--- src/rtl/adc_window_stats_if.sv ---
// ---------------------------------------------------------------------------
// adc_window_stats_if
//  Bundles the ADC sample stream, the window restart strobe and the published
//  per-channel window statistics of adc_window_stats.
//  master : sample producer / result consumer (capture stage, bus, testbench)
//  slave  : the statistics block
//  Signals
//   smp_vld  1   sample strobe, one cycle per sample
//   smp_ch   1   channel tag (0 = ch0, 1 = ch1)
//   smp_dat  DW  sample value, unsigned offset-binary
//   clr      1   synchronous restart of both running windows
//   max0/1   DW  published window maximum
//   pp0/1    DW  published peak-to-peak
//   avg0/1   DW  published truncated window mean
//   clip     2   published clip flag per channel ([0] = ch0)
//   upd      2   one-cycle refresh pulse per channel
// ---------------------------------------------------------------------------
interface adc_window_stats_if #(
    parameter int DW = 14
);
    logic          smp_vld;
    logic          smp_ch;
    logic [DW-1:0] smp_dat;
    logic          clr;
    logic [DW-1:0] max0;
    logic [DW-1:0] max1;
    logic [DW-1:0] pp0;
    logic [DW-1:0] pp1;
    logic [DW-1:0] avg0;
    logic [DW-1:0] avg1;
    logic [1:0]    clip;
    logic [1:0]    upd;

    modport master (
        output smp_vld, smp_ch, smp_dat, clr,
        input  max0, max1, pp0, pp1, avg0, avg1, clip, upd
    );

    modport slave (
        input  smp_vld, smp_ch, smp_dat, clr,
        output max0, max1, pp0, pp1, avg0, avg1, clip, upd
    );
endinterface

--- src/rtl/adc_window_stats.sv ---
// ---------------------------------------------------------------------------
// adc_window_stats
//  Per-channel statistics over fixed windows of 2**WIN_LOG2 samples for a
//  two-channel ADC stream: maximum, peak-to-peak, truncated mean and a clip
//  flag. Results are published once per window and held stable in between.
//  Ports
//   clk_i-style scalars : clk (system clock), rst (async reset, active-high)
//   bus                 : adc_window_stats_if.slave (samples in, results out)
//  Parameters
//   DW        sample width (unsigned offset-binary)
//   WIN_LOG2  log2 of the window length per channel (1..16)
// ---------------------------------------------------------------------------
module adc_window_stats #(
    parameter int DW       = 14,
    parameter int WIN_LOG2 = 10
) (
    input logic                clk,
    input logic                rst,
    adc_window_stats_if.slave  bus
);

    localparam int AW = DW + WIN_LOG2;

    // Helpers kept as functions so the comparison/flag logic reads the same
    // for both channels.
    function automatic logic [DW-1:0] umax(input logic [DW-1:0] a, input logic [DW-1:0] b);
        return (a > b) ? a : b;
    endfunction

    function automatic logic [DW-1:0] umin(input logic [DW-1:0] a, input logic [DW-1:0] b);
        return (a < b) ? a : b;
    endfunction

    function automatic logic is_clip(input logic [DW-1:0] d);
        return (d == {DW{1'b0}}) || (d == {DW{1'b1}});
    endfunction

    // Running window state, one entry per channel
    logic [DW-1:0]       run_max_q [2];
    logic [DW-1:0]       run_max_d [2];
    logic [DW-1:0]       run_min_q [2];
    logic [DW-1:0]       run_min_d [2];
    logic [AW-1:0]       acc_q     [2];
    logic [AW-1:0]       acc_d     [2];
    logic [WIN_LOG2-1:0] cnt_q     [2];
    logic [WIN_LOG2-1:0] cnt_d     [2];
    logic [1:0]          run_clip_q;
    logic [1:0]          run_clip_d;

    // Published results
    logic [DW-1:0]       pub_max_q [2];
    logic [DW-1:0]       pub_max_d [2];
    logic [DW-1:0]       pub_pp_q  [2];
    logic [DW-1:0]       pub_pp_d  [2];
    logic [DW-1:0]       pub_avg_q [2];
    logic [DW-1:0]       pub_avg_d [2];
    logic [1:0]          pub_clip_q;
    logic [1:0]          pub_clip_d;
    logic [1:0]          upd_q;
    logic [1:0]          upd_d;

    // Candidate running values if the current sample is accepted
    logic [DW-1:0]       new_max_s [2];
    logic [DW-1:0]       new_min_s [2];
    logic [AW-1:0]       new_acc_s [2];
    logic [1:0]          new_clip_s;
    logic [1:0]          hit_s;
    logic [1:0]          win_end_s;

    // Candidate running values and accept / window-end decode per channel
    always_comb begin
        new_clip_s = 2'b00;
        hit_s      = 2'b00;
        win_end_s  = 2'b00;
        for (int c = 0; c < 2; c++) begin
            new_max_s[c]  = umax(run_max_q[c], bus.smp_dat);
            new_min_s[c]  = umin(run_min_q[c], bus.smp_dat);
            new_acc_s[c]  = acc_q[c] + {{WIN_LOG2{1'b0}}, bus.smp_dat};
            new_clip_s[c] = run_clip_q[c] | is_clip(bus.smp_dat);
            // clr wins over a simultaneous strobe, so it masks acceptance
            hit_s[c]      = bus.smp_vld & ~bus.clr & (bus.smp_ch == 1'(c));
            win_end_s[c]  = hit_s[c] & (cnt_q[c] == {WIN_LOG2{1'b1}});
        end
    end

    // Next-state for running and published state of both channels
    always_comb begin
        run_max_d  = run_max_q;
        run_min_d  = run_min_q;
        acc_d      = acc_q;
        cnt_d      = cnt_q;
        run_clip_d = run_clip_q;
        pub_max_d  = pub_max_q;
        pub_pp_d   = pub_pp_q;
        pub_avg_d  = pub_avg_q;
        pub_clip_d = pub_clip_q;
        upd_d      = 2'b00;
        for (int c = 0; c < 2; c++) begin
            if (bus.clr || win_end_s[c]) begin
                // Window restart: running state back to its empty-window values
                run_max_d[c]  = {DW{1'b0}};
                run_min_d[c]  = {DW{1'b1}};
                acc_d[c]      = {AW{1'b0}};
                cnt_d[c]      = {WIN_LOG2{1'b0}};
                run_clip_d[c] = 1'b0;
            end else if (hit_s[c]) begin
                run_max_d[c]  = new_max_s[c];
                run_min_d[c]  = new_min_s[c];
                acc_d[c]      = new_acc_s[c];
                cnt_d[c]      = cnt_q[c] + WIN_LOG2'(1);
                run_clip_d[c] = new_clip_s[c];
            end else begin
                run_max_d[c]  = run_max_q[c];
            end

            if (win_end_s[c]) begin
                // Published values include the window's final sample
                pub_max_d[c]  = new_max_s[c];
                pub_pp_d[c]   = new_max_s[c] - new_min_s[c];
                pub_avg_d[c]  = new_acc_s[c][AW-1:WIN_LOG2];
                pub_clip_d[c] = new_clip_s[c];
                upd_d[c]      = 1'b1;
            end else begin
                upd_d[c]      = 1'b0;
            end
        end
    end

    // State registers with asynchronous reset
    always_ff @(posedge clk or posedge rst) begin
        if (rst) begin
            for (int c = 0; c < 2; c++) begin
                run_max_q[c] <= {DW{1'b0}};
                run_min_q[c] <= {DW{1'b1}};
                acc_q[c]     <= {AW{1'b0}};
                cnt_q[c]     <= {WIN_LOG2{1'b0}};
                pub_max_q[c] <= {DW{1'b0}};
                pub_pp_q[c]  <= {DW{1'b0}};
                pub_avg_q[c] <= {DW{1'b0}};
            end
            run_clip_q <= 2'b00;
            pub_clip_q <= 2'b00;
            upd_q      <= 2'b00;
        end else begin
            for (int c = 0; c < 2; c++) begin
                run_max_q[c] <= run_max_d[c];
                run_min_q[c] <= run_min_d[c];
                acc_q[c]     <= acc_d[c];
                cnt_q[c]     <= cnt_d[c];
                pub_max_q[c] <= pub_max_d[c];
                pub_pp_q[c]  <= pub_pp_d[c];
                pub_avg_q[c] <= pub_avg_d[c];
            end
            run_clip_q <= run_clip_d;
            pub_clip_q <= pub_clip_d;
            upd_q      <= upd_d;
        end
    end

    assign bus.max0 = pub_max_q[0];
    assign bus.max1 = pub_max_q[1];
    assign bus.pp0  = pub_pp_q[0];
    assign bus.pp1  = pub_pp_q[1];
    assign bus.avg0 = pub_avg_q[0];
    assign bus.avg1 = pub_avg_q[1];
    assign bus.clip = pub_clip_q;
    assign bus.upd  = upd_q;

endmodule
--- src/flat_wrapper.sv ---
// flat-port wrapper written by rule: the top's interface ports become plain ports
module adc_window_stats_flat 
#(
    parameter int DW       = 14,
    parameter int WIN_LOG2 = 10
)
  (clk, rst, bus_smp_vld, bus_smp_ch, bus_smp_dat, bus_clr, bus_max0, bus_max1, bus_pp0, bus_pp1, bus_avg0, bus_avg1, bus_clip, bus_upd);
  adc_window_stats_if #(.DW(DW)) bus_i ();
  input logic clk;
  input logic rst;
  input wire logic [$bits(bus_i.smp_vld)-1:0] bus_smp_vld;
  input wire logic [$bits(bus_i.smp_ch)-1:0] bus_smp_ch;
  input wire logic [$bits(bus_i.smp_dat)-1:0] bus_smp_dat;
  input wire logic [$bits(bus_i.clr)-1:0] bus_clr;
  output wire logic [$bits(bus_i.max0)-1:0] bus_max0;
  output wire logic [$bits(bus_i.max1)-1:0] bus_max1;
  output wire logic [$bits(bus_i.pp0)-1:0] bus_pp0;
  output wire logic [$bits(bus_i.pp1)-1:0] bus_pp1;
  output wire logic [$bits(bus_i.avg0)-1:0] bus_avg0;
  output wire logic [$bits(bus_i.avg1)-1:0] bus_avg1;
  output wire logic [$bits(bus_i.clip)-1:0] bus_clip;
  output wire logic [$bits(bus_i.upd)-1:0] bus_upd;
  assign bus_i.smp_vld = bus_smp_vld;
  assign bus_i.smp_ch = bus_smp_ch;
  assign bus_i.smp_dat = bus_smp_dat;
  assign bus_i.clr = bus_clr;
  assign bus_max0 = bus_i.max0;
  assign bus_max1 = bus_i.max1;
  assign bus_pp0 = bus_i.pp0;
  assign bus_pp1 = bus_i.pp1;
  assign bus_avg0 = bus_i.avg0;
  assign bus_avg1 = bus_i.avg1;
  assign bus_clip = bus_i.clip;
  assign bus_upd = bus_i.upd;
  adc_window_stats #(.DW(DW), .WIN_LOG2(WIN_LOG2)) u_core (.clk(clk), .rst(rst), .bus(bus_i));
endmodule
--- config.mk ---
export PLATFORM = sky130hd
export DESIGN_NAME = adc_window_stats_flat
export DESIGN_NICKNAME = d
export VERILOG_FILES = /design/src/rtl/adc_window_stats_if.sv /design/src/rtl/adc_window_stats.sv /design/src/flat_wrapper.sv
export SDC_FILE = /design/constraint.sdc
export NUM_CORES = 1
export LEC_CHECK = 0
export CAP_MARGIN = 20
export CORE_ASPECT_RATIO = 0.9
export CORE_MARGIN = 2
export CORE_UTILIZATION = 61
export CTS_BUF_LIST = sky130_fd_sc_hd__clkbuf_8
export DETAILED_ROUTE_END_ITERATION = 16
export GPL_TIMING_DRIVEN = 1
export PLACE_DENSITY = 0.93
export SLEW_MARGIN = 20
export SYNTH_ARGS = -nofsm -noshare
export SYNTH_HDL_FRONTEND = slang
export SYNTH_SLANG_ARGS = --single-unit
--- constraint.sdc ---
create_clock -name clk -period 7.45 [get_ports clk]
set_input_delay 0.745 -clock clk [delete_from_list [all_inputs] [get_ports clk]]
set_output_delay 0.745 -clock clk [all_outputs]
set_load 0.02 [all_outputs]
==> metrics.txt <==
status complete, no violations; Cell Area, Placed 14400 um^2; Layout Skew 0.0169 ns; CP cell instances clkdlybuf4s50_1 -> inv_1 -> ha_1 -> and4_1 -> o21ai_0 -> a31oi_1 -> o22a_1 -> nor2_1 -> a21oi_1 -> inv_1 -> ha_1 -> a21oi_1 -> maj3_1 -> nor3_2 -> a211oi_1 -> nor2_1 -> a21boi_0 -> xor2_1 -> o21ai_1; syn_area_per_cell 9.09 um^2; final WL 34900 um; worst reg2reg startpoint u_core.run_max_q[23]; Final Hold Viols 0; count leader, synth nand2_1; FMAX 0.174 GHz; Skew-Pair Late Insertion Delay 0.55 ns; # hold bufs at CTS 0; Worst EP required 7.85 ns; CP endpoint kind flop; Rows 50; die footprint 22700 um^2; Mapped Area 13100 um^2; Post-synth EDFFs 0; Sink Count 214; DIE WIDTH 159 um; max_cap viols 0; HP Class reg2reg; Routed Antenna Nets 0; Initial Utilization 0.627; Bufs and invs on worst path 3; first-pass GRT wire length 57200 um; TritonCTS buffer count 37; Syn Inst Count 1445; initial DRC count 1056; DRC violations left 0; via/cell ratio 6.24; synth top area cells dfrtp_1 (35%), ha_1 (9.3%), dfstp_2 (5.6%); Root Buffer clkbuf_8; H-Tree Level Count 2; GRT Resource Usage Total 0.307; die height 143 um; Synth top cells by count nand2_1 (193), dfrtp_1 (186), o21ai_0 (147); R2R depth 16; Arr. time, crit path 6.15 ns; Initial DRT Pass Iterations 5; leading area contributor after synthesis dfrtp_1; Synth cell types 73; Design Area, Final 15200 um^2; Final Cycle Share 0.772; Synth Warn # 0; Ports 107; GRT Residual Overflow 0; pwr dens 196 nW/um^2; Port Buffers 106; wire length per cell 18.9 um; Yosys reg bits 214; family with the most delay on the worst path compound AO/OA/AOI/OAI gates; largest net degree at the start of global routing 138; # resized after CTS 0; vias in the first global route 11592; initial antenna violation count 1; Max FO, Critical Path 18; clk buf depth 3; critical path class in2reg; Vias 11526; Slew @ Worst Pin 1.04 ns; total core area 21000 um^2; Worst R2R Setup Slack 2.60 ns; Rel. slew slack 0.306; Syn Nets 1566; LEAKAGE 0.00686 uW; RSZ-0062 raised after global routing no; RR Endpoint u_core.bus.pp0[12]; Slew Limit Fails 0; Layout Area Growth over Synthesis 15.9%; CP max-delay cell clkdlybuf4s50_1; final setup vio count 0; share of cells above drive strength 1 0.0853; clk slew on worst S/H paths 0.06 ns; VDD IR max 0.000136 V; Async SR Flop Fraction 1.00; Hold Path Stages 2; Final Critical Period 5.75 ns; Hold Path End u_core.bus.max0[12]; overall power 2990 uW; setup total negative slack 0 ns; Yosys top cell area share 0.354; CP max stage delay 0.94 ns; Seq/Total Area, Yosys 0.410; most used flip-flop cell after synthesis dfrtp_1; gpl congestion 0.895; CTS tree built; critical hold path startpoint u_core.bus.max0[12]; Startpoint Class input pin; fin nets 1653; Final HPWL DP 23700 um; Setup Fix Bufs, Post-CTS 0
==> worst min-delay path, delay by kind of cell (launching register included) <==
| kind | cells | cell delay, ns |
|---|---|---|
| AND/OR/NAND/NOR | 1 | 0.04 |
| AO/OA/AOI/OAI | 1 | 0.06 |
| flip-flops | 1 | 0.34 |
==> through the flow <==
stage	hold WS (ns)	cells	setup WS, ns	util
after global placement	0.450	1778	1.49	0.688
after floorplan	0.454	1445	0.900	-
after global routing	0.503	1846	1.39	0.727
final	0.478	1847	1.70	0.727
after detailed placement	0.470	1778	1.38	0.688
after CTS	0.483	1845	1.88	0.725
==> cell families after synthesis <==
family / share of synthesized area
and+or+nand+nor: 0.140
xor gates and xnor gates: 0.0633
AOI/OAI and AO/OA: 0.208
muxes: 0.0336
DFF: 0.410
adders and majority gates: 0.104
buffers and inverters: 0.0407
==> sequential cells by signal, summed over array words and instances, names as in the netlist <==
signal	cells
u_core.acc_q	48
u_core.bus.avg0	14
u_core.bus.avg1	14
u_core.bus.clip	2
u_core.bus.max0	14
u_core.bus.max1	14
u_core.bus.pp0	14
u_core.bus.pp1	14
u_core.bus.upd	2
u_core.cnt_q	20
u_core.run_clip_q	2
u_core.run_max_q	28
u_core.run_min_q	28
==> routing by layer <==
layer	routed length (um)	track usage	up-vias
met3	2830	0.0674	136
met4	1210	0.141	0
met2	16800	0.520	529
met1	14000	0.381	5513
met5	0	0	-
li1	-	-	5348
==> worst max path at each step <==
stage                          startpoint                 end  cells after the start
after detailed placement  bus_smp_dat[11]  u_core.bus.pp0[12]                     18
final                      bus_smp_dat[5]   u_core.bus.pp1[9]                     19
after CTS                  bus_smp_dat[5]   u_core.bus.pp1[9]                     19
after global routing       bus_smp_dat[5]   u_core.bus.pp1[9]                     19
after floorplan                       rst     u_core.acc_q[0]                      1
after global placement    bus_smp_dat[10]  u_core.bus.pp0[12]                     18
==> report_power, final <==
| part | internal (uW) | leakage [uW] | switching [uW] |
|---|---|---|---|
| registers | 1200 | 0.00287 | 32.2 |
| logic | 242 | 0.00353 | 385 |
| clock network | 631 | 0.000454 | 500 |
| total | 2070 | 0.00686 | 917 |
==> cells in the final DEF, fill, tap and decap left out, types with 46 or more instances in the layout <==
cell type / count
inv_1: 69
a21oi_1: 99
nor2_1: 94
ha_1: 98
o21ai_0: 147
dfrtp_1: 186
clkdlybuf4s50_1: 106
nand2_1: 193
xnor2_1: 51
clkbuf_8: 46
==> cell type report <==
type / count / area [um^2]
fill: 1438 / 5720
tap: 286 / 358
timing repair buffer: 127 / 1240
inverter: 58 / 225
clock inverter: 21 / 149
multi-input combinational: 1094 / 7240
sequential: 214 / 5390
antenna: 1 / 2.50
clock buffer: 46 / 633
No activity file was read; power rests on OpenSTA's default activity.
